<file path="src/rtl/me_pkg.sv">
// Shared motion-estimation definitions.
// Holds the search FSM state type and the width helpers. The SAD/MV widths
// are derived here so that the PE array and the SAD search stay consistent.
package me_pkg;

  typedef enum logic [1:0] {
    IDLE  = 2'd0,
    RUN   = 2'd1,
    DRAIN = 2'd2
  } me_state_e;

  // Width of the sum of n_pe unsigned 8-bit lanes.
  function automatic int lane_sum_w(input int n_pe);
    return 8 + $clog2(n_pe);
  endfunction

  // Width holding 255 * n_pe * acc_len without overflow.
  function automatic int sad_w(input int n_pe, input int acc_len);
    return 8 + $clog2(n_pe * acc_len);
  endfunction

  // Width of one motion-vector component for sr candidates per axis.
  function automatic int mv_w(input int sr);
    return (sr > 1) ? $clog2(sr) : 1;
  endfunction

endpackage

</file>
<file path="src/rtl/ad_sum_tree.sv">
// Stage 1 of the SAD search: adds N_PE unsigned 8-bit lanes and registers
// the sum together with a valid bit.
//   clk, rst_n : clock, asynchronous active-low reset
//   clr        : synchronous flush of the output register and valid
//   in_valid   : in_vec carries a beat
//   in_vec     : lane i in bits [8i+7:8i]
//   sum        : registered lane sum
//   sum_valid  : sum carries a beat
module ad_sum_tree
  import me_pkg::*;
#(
  parameter  int N_PE  = 16,
  localparam int SUM_W = lane_sum_w(N_PE)
) (
  input  logic              clk,
  input  logic              rst_n,
  input  logic              clr,
  input  logic              in_valid,
  input  logic [8*N_PE-1:0] in_vec,
  output logic [SUM_W-1:0]  sum,
  output logic              sum_valid
);

  logic [SUM_W-1:0] sum_c;

  always_comb begin
    sum_c = '0;
    for (int unsigned i = 0; i < N_PE; i++) begin
      sum_c = sum_c + SUM_W'(in_vec[8*i +: 8]);
    end
  end

  always_ff @(posedge clk or negedge rst_n) begin
    if (!rst_n) begin
      sum       <= '0;
      sum_valid <= 1'b0;
    end else if (clr) begin
      sum       <= '0;
      sum_valid <= 1'b0;
    end else begin
      sum_valid <= in_valid;
      if (in_valid) sum <= sum_c;
    end
  end

endmodule

</file>
<file path="src/rtl/sad_min_search.sv">
// Per-candidate SAD accumulation and minimum search over an SR x SR range.
// Beats are captured (stage 0), summed across lanes (stage 1, ad_sum_tree),
// then accumulated and compared against the running minimum (stage 2).
//   clk, rst_n          : clock, asynchronous active-low reset
//   abort               : only with SAD_MIN_ABORT_EN; cancels a search
//   start               : begin a search (honoured in IDLE, not busy)
//   ad_valid, ad_vec    : one beat of N_PE unsigned 8-bit absolute differences
//   busy                : search in progress
//   done                : one-cycle pulse when best_* are final
//   best_sad            : minimum SAD, all ones until a candidate completes
//   best_mvx, best_mvy  : raster position of the winning candidate
// Optional feature macro: SAD_MIN_ABORT_EN.
module sad_min_search
  import me_pkg::*;
#(
  parameter  int N_PE    = 16,
  parameter  int ACC_LEN = 16,
  parameter  int SR      = 32,
  localparam int SAD_W   = sad_w(N_PE, ACC_LEN),
  localparam int MV_W    = mv_w(SR)
) (
  input  logic              clk,
  input  logic              rst_n,
`ifdef SAD_MIN_ABORT_EN
  input  logic              abort,
`endif
  input  logic              start,
  input  logic              ad_valid,
  input  logic [8*N_PE-1:0] ad_vec,
  output logic              busy,
  output logic              done,
  output logic [SAD_W-1:0]  best_sad,
  output logic [MV_W-1:0]   best_mvx,
  output logic [MV_W-1:0]   best_mvy
);

  localparam int TOT    = SR * SR * ACC_LEN;
  localparam int CNT_W  = (TOT > 1) ? $clog2(TOT) : 1;
  localparam int BEAT_W = (ACC_LEN > 1) ? $clog2(ACC_LEN) : 1;
  localparam int SUM_W  = lane_sum_w(N_PE);

  me_state_e state, state_nxt;

  logic              accept, go, abort_go, last_in;
  logic [CNT_W-1:0]  in_cnt;
  logic              beat_v;
  logic [8*N_PE-1:0] beat_vec;
  logic [SUM_W-1:0]  sum;
  logic              sum_valid;
  logic [SAD_W-1:0]  acc, cand;
  logic [BEAT_W-1:0] beat_cnt;
  logic [MV_W-1:0]   mvx, mvy;
  logic              cand_end, search_end;

`ifdef SAD_MIN_ABORT_EN
  assign abort_go = abort && (state != IDLE);
`else
  assign abort_go = 1'b0;
`endif

  assign last_in = (in_cnt == CNT_W'(TOT - 1));

  always_ff @(posedge clk or negedge rst_n) begin
    if (!rst_n) state <= IDLE;
    else        state <= state_nxt;
  end

  // busy covers the tail of the pipeline after the FSM has returned to IDLE,
  // so a new start cannot overlap the last compare.
  always_comb begin
    state_nxt = state;
    if (abort_go) begin
      state_nxt = IDLE;
    end else begin
      case (state)
        IDLE:    if (start && !busy) state_nxt = RUN;
        RUN:     if (ad_valid && last_in) state_nxt = DRAIN;
        DRAIN:   state_nxt = IDLE;
        default: state_nxt = IDLE;
      endcase
    end
  end

  always_comb begin
    accept = 1'b0;
    go     = 1'b0;
    case (state)
      IDLE:    go     = start && !busy;
      RUN:     accept = ad_valid && !abort_go;
      default: ;
    endcase
  end

  // Stage 0: beat capture and input-side beat counter.
  always_ff @(posedge clk or negedge rst_n) begin
    if (!rst_n) begin
      beat_v   <= 1'b0;
      beat_vec <= '0;
      in_cnt   <= '0;
    end else if (abort_go || go) begin
      beat_v   <= 1'b0;
      beat_vec <= '0;
      in_cnt   <= '0;
    end else begin
      beat_v <= accept;
      if (accept) begin
        beat_vec <= ad_vec;
        in_cnt   <= last_in ? '0 : in_cnt + 1'b1;
      end
    end
  end

  ad_sum_tree #(.N_PE(N_PE)) u_sum (
    .clk       (clk),
    .rst_n     (rst_n),
    .clr       (abort_go),
    .in_valid  (beat_v),
    .in_vec    (beat_vec),
    .sum       (sum),
    .sum_valid (sum_valid)
  );

  // Stage 2: accumulate, compare, advance the raster position.
  assign cand       = acc + SAD_W'(sum);
  assign cand_end   = sum_valid && (beat_cnt == BEAT_W'(ACC_LEN - 1));
  assign search_end = cand_end && (mvx == MV_W'(SR - 1)) && (mvy == MV_W'(SR - 1));

  always_ff @(posedge clk or negedge rst_n) begin
    if (!rst_n) begin
      acc      <= '0;
      beat_cnt <= '0;
      mvx      <= '0;
      mvy      <= '0;
      best_sad <= '1;
      best_mvx <= '0;
      best_mvy <= '0;
      busy     <= 1'b0;
      done     <= 1'b0;
    end else begin
      done <= 1'b0;
      if (abort_go || go) begin
        acc      <= '0;
        beat_cnt <= '0;
        mvx      <= '0;
        mvy      <= '0;
        best_sad <= '1;
        best_mvx <= '0;
        best_mvy <= '0;
        busy     <= go;
      end else if (sum_valid) begin
        if (cand_end) begin
          acc      <= '0;
          beat_cnt <= '0;
          if (cand < best_sad) begin
            best_sad <= cand;
            best_mvx <= mvx;
            best_mvy <= mvy;
          end
          if (search_end) begin
            mvx  <= '0;
            mvy  <= '0;
            busy <= 1'b0;
            done <= 1'b1;
          end else if (mvx == MV_W'(SR - 1)) begin
            mvx <= '0;
            mvy <= mvy + 1'b1;
          end else begin
            mvx <= mvx + 1'b1;
          end
        end else begin
          acc      <= cand;
          beat_cnt <= beat_cnt + 1'b1;
        end
      end
    end
  end

endmodule

</file>
<file path="config.mk">
export PLATFORM = sky130hd
export DESIGN_NAME = sad_min_search
export DESIGN_NICKNAME = d
export VERILOG_FILES = /design/src/rtl/me_pkg.sv /design/src/rtl/ad_sum_tree.sv /design/src/rtl/sad_min_search.sv
export SDC_FILE = /design/constraint.sdc
export NUM_CORES = 1
export LEC_CHECK = 0
export CORE_MARGIN = 2
export CORE_UTILIZATION = 40
export DETAILED_ROUTE_END_ITERATION = 8
export GPL_ROUTABILITY_DRIVEN = 0
export HOLD_SLACK_MARGIN = 0.08
export PLACE_DENSITY = 0.63
export SYNTH_ARGS = -nofsm -noshare
export SYNTH_HDL_FRONTEND = slang
export SYNTH_SLANG_ARGS = --single-unit
</file>
<file path="constraint.sdc">
create_clock -name clk -period 6.6 [get_ports clk]
set_input_delay 1.32 -clock clk [delete_from_list [all_inputs] [get_ports clk]]
set_output_delay 1.32 -clock clk [all_outputs]
set_load 0.02 [all_outputs]
</file>
==> impl_metrics.env <==
export IMPL_status="completed"
export IMPL_die_w_microns=181
export IMPL_synth_area_leaders="dfrtp_1 (40%), fa_1 (17%), a22o_1 (8.7%)"
export IMPL_syn_cell_area_sq_mm=0.0125
export IMPL_antenna_found_initial=0
export IMPL_tightest_slew_ps=1050
export IMPL_cp_start_kind="register"
export IMPL_setup_viol=0
export IMPL_dieArea_sq_mm=0.0326
export IMPL_grt_usage=0.178
export IMPL_min_path_cells=2
export IMPL_worst_path_buf_inv=4
export IMPL_drv_slew=0
export IMPL_pin_count=160
export IMPL_syn_num_nets=1363
export IMPL_htree_levels=1
export IMPL_fin_nets=1515
export IMPL_min_from="best_sad[1]$_DFFE_PN1P_"
export IMPL_cts_buffer_depth=3
export IMPL_slew_limit_headroom=0.294
export IMPL_diodes=0
export IMPL_cts_buffers=25
export IMPL_hpwl_microns=21500
export IMPL_dp_cells=1586
export IMPL_ys_warnings_count=0
export IMPL_hold_path_end="best_sad[1]$_DFFE_PN1P_"
export IMPL_grt_max_degree=123
export IMPL_path_class="register to register"
export IMPL_hold_viol=0
export IMPL_hp_class="register to register"
export IMPL_post_route_period_util=0.963
export IMPL_final_cell_mix="dfrtp_1 (200), clkdlybuf4s50_1 (158), inv_1 (152)"
export IMPL_fin_ws_ps=242
export IMPL_synth_seq_area_share=0.435
export IMPL_hold_buffers=0
export IMPL_die_height_microns=181
export IMPL_min_period_ps=6360
export IMPL_multiInputGateArea_sq_mm=0.00632
export IMPL_crit_arrival_ps=6780
export IMPL_yosys_area_top_type="dfrtp_1"
export IMPL_fin_cells=1632
export IMPL_crit_cells=24
export IMPL_grt_overflow=0
export IMPL_synth_ff_type="dfrtp_1"
export IMPL_drc=0
export IMPL_vias=8472
export IMPL_worst_r2r_cell_count=24
export IMPL_detail_route_antenna_nets=0
export IMPL_post_place_ws_ps=111
export IMPL_synth_seq_cells=216
export IMPL_fp_coreArea_sq_mm=0.0307
export IMPL_end_kind="register"
export IMPL_drv_cap=0
export IMPL_io_buffer_count=159
export IMPL_r2r_setup_slack_ps=240
export IMPL_grt_pass1_vias=8788
export IMPL_slowest_delay_ps=550
export IMPL_insertion_delay_ps=530
export IMPL_grt_pass1_wl_microns=46800
export IMPL_r2r_end="u_sum.sum[11]$_DFFE_PN0P_"
export IMPL_fmax_mhz=157
export IMPL_initial_utilization=0.407
export IMPL_synthCells=1066
export IMPL_drive_gt1_frac=0.0971
export IMPL_clk_pin_slew_worst_paths_ps=60
export IMPL_cpLargestDelayFamily="adder cells"
export IMPL_cp_max_fo=4
export IMPL_wl_per_cell_microns=17.6
export IMPL_viasPerCell=5.19
export IMPL_path_cells="ha_1 -> a21o_1 -> a21oi_2 -> nand2b_1 -> a21boi_1 -> o41ai_2 -> xnor2_1 -> fa_1 -> inv_1 -> fa_1 -> fa_1 -> fa_1 -> inv_1 -> fa_1 -> inv_1 -> fa_1 -> inv_1 -> ha_1 -> a21o_1 -> nor3_2 -> o211ai_1 -> a31oi_1 -> xnor2_1 -> mux2_2"
export IMPL_slowest_stage="fa_1"
export IMPL_cts_tree="built"
export IMPL_mostFrequentLayoutCell="dfrtp_1"
export IMPL_regArea_sq_mm=0.00543
export IMPL_syn_area_per_cell_sq_um=11.7
export IMPL_fill_cells=2735
export IMPL_num_rows=64
export IMPL_syn2layout_area_growth_pct=23.3
export IMPL_synth_cell_types=67
export IMPL_drtIter0Drc=406
export IMPL_fin_setup_tns_ps=0
export IMPL_clkSinkCount=216
export IMPL_critPathRequiredTime_ps=7020
export IMPL_cp_common_cell="fa_1"
export IMPL_skew_ps=19.6
export IMPL_first_pass_iters=5
export IMPL_synth_top_area_share=0.401
export IMPL_clockRootBuffer="clkbuf_16"
export IMPL_r2r_start="beat_vec[1]$_DFFE_PN0P_"
export IMPL_synth_edf_count=0
export IMPL_ys_async_sr_fraction=1.00
export IMPL_drt_wl_total_microns=28700
-- worst max-delay path by stage --
stage	startpoint	to
after CTS	beat_vec[1]$_DFFE_PN0P_	u_sum.sum[11]$_DFFE_PN0P_
after global routing	beat_vec[8]$_DFFE_PN0P_	u_sum.sum[11]$_DFFE_PN0P_
after floorplan	beat_vec[1]$_DFFE_PN0P_	u_sum.sum[11]$_DFFE_PN0P_
after global placement	beat_vec[1]$_DFFE_PN0P_	u_sum.sum[11]$_DFFE_PN0P_
after detailed placement	beat_vec[1]$_DFFE_PN0P_	u_sum.sum[11]$_DFFE_PN0P_
final	beat_vec[1]$_DFFE_PN0P_	u_sum.sum[11]$_DFFE_PN0P_
-- layer usage --
layer | track usage | vias up | part of all wire
li1 | - | 3995 | -
met1 | 0.251 | 4228 | 0.46
met2 | 0.291 | 209 | 0.47
met3 | 0.0255 | 40 | 0.048
met4 | 0.0419 | 0 | 0.021
met5 | 0 | - | 0
-- worst reg2reg max path, stage by stage (launching register included) --
cell and delay, ps:
dfrtp_1 380, ha_1 280, a21o_1 190, a21oi_2 140, nand2b_1 120, a21boi_1 90
o41ai_2 340, xnor2_1 160, fa_1 500, inv_1 50, fa_1 470, fa_1 510
fa_1 550, inv_1 60, fa_1 530, inv_1 60, fa_1 530, inv_1 40
ha_1 210, a21o_1 240, nor3_2 140, o211ai_1 120, a31oi_1 210, xnor2_1 80
mux2_2 260
-- through the flow --
step / utilization / hold slack [ps] / instance area, sq um
after floorplan: - / 440 / 12500
after global placement: 0.471 / 479 / 14400
after detailed placement: 0.471 / 486 / 14400
after CTS: 0.500 / 498 / 15300
after global routing: 0.502 / 514 / 15400
final: 0.502 / 490 / 15400
-- area by class of cell --
| type | count | area share |
|---|---|---|
| Clock inverter | 12 | 0.0132 |
| Timing Repair Buffer | 168 | 0.108 |
| Multi-Input combinational cell | 654 | 0.411 |
| Tap cell | 396 | 0.0322 |
| Sequential cell | 216 | 0.353 |
| Clock buffer | 33 | 0.0452 |
| Inverter | 153 | 0.0375 |
-- cells by family after synthesis --
group | synth area share
AOI/OAI and AO/OA | 0.175
muxes | 0.00973
buffers and inverters | 0.0622
DFF | 0.435
and+or+nand+nor | 0.0679
xor gates and xnor gates | 0.0232
adders and majority gates | 0.227
-- repair_timing --
| item | CTS | global route |
|---|---|---|
| setup buffers | 0 | 1 |
| endpoints found under the setup margin | 0 | 6 |
| resized for setup | 0 | 11 |
-- sequential cells by signal, indices dropped and copies added, names as in the netlist --
signal and count:
beat_vec 128, acc 16, best_sad 16, in_cnt 14, u_sum.sum 12, best_mvx 5, best_mvy 5, mvx 5
mvy 5, beat_cnt 4, state 2, beat_v 1, busy 1, done 1, u_sum.sum_valid 1
-- Yosys cell counts (all sizes together) (3+ instances only) --
master     n
dfstp     16
nor2      38
o21ai     55
ha        62
nand2     52
a211oi     6
xor2      18
a31oi     10
a2bb2oi   12
dfrtp    200
a31o       3
nand4      8
and4       4
a21o       7
clkbuf    29
mux2       9
o21a       3
a22o     127
a21boi     5
nand2b    10
fa       103
or2        3
nand3     21
o21bai     4
and3       6
a21oi     29
inv      153
buf       14
nor2b      4
xnor2     15
nor3      11
Power is not shown: default switching activity piles up to over one toggle a cycle in this logic, so the estimate is an artifact.
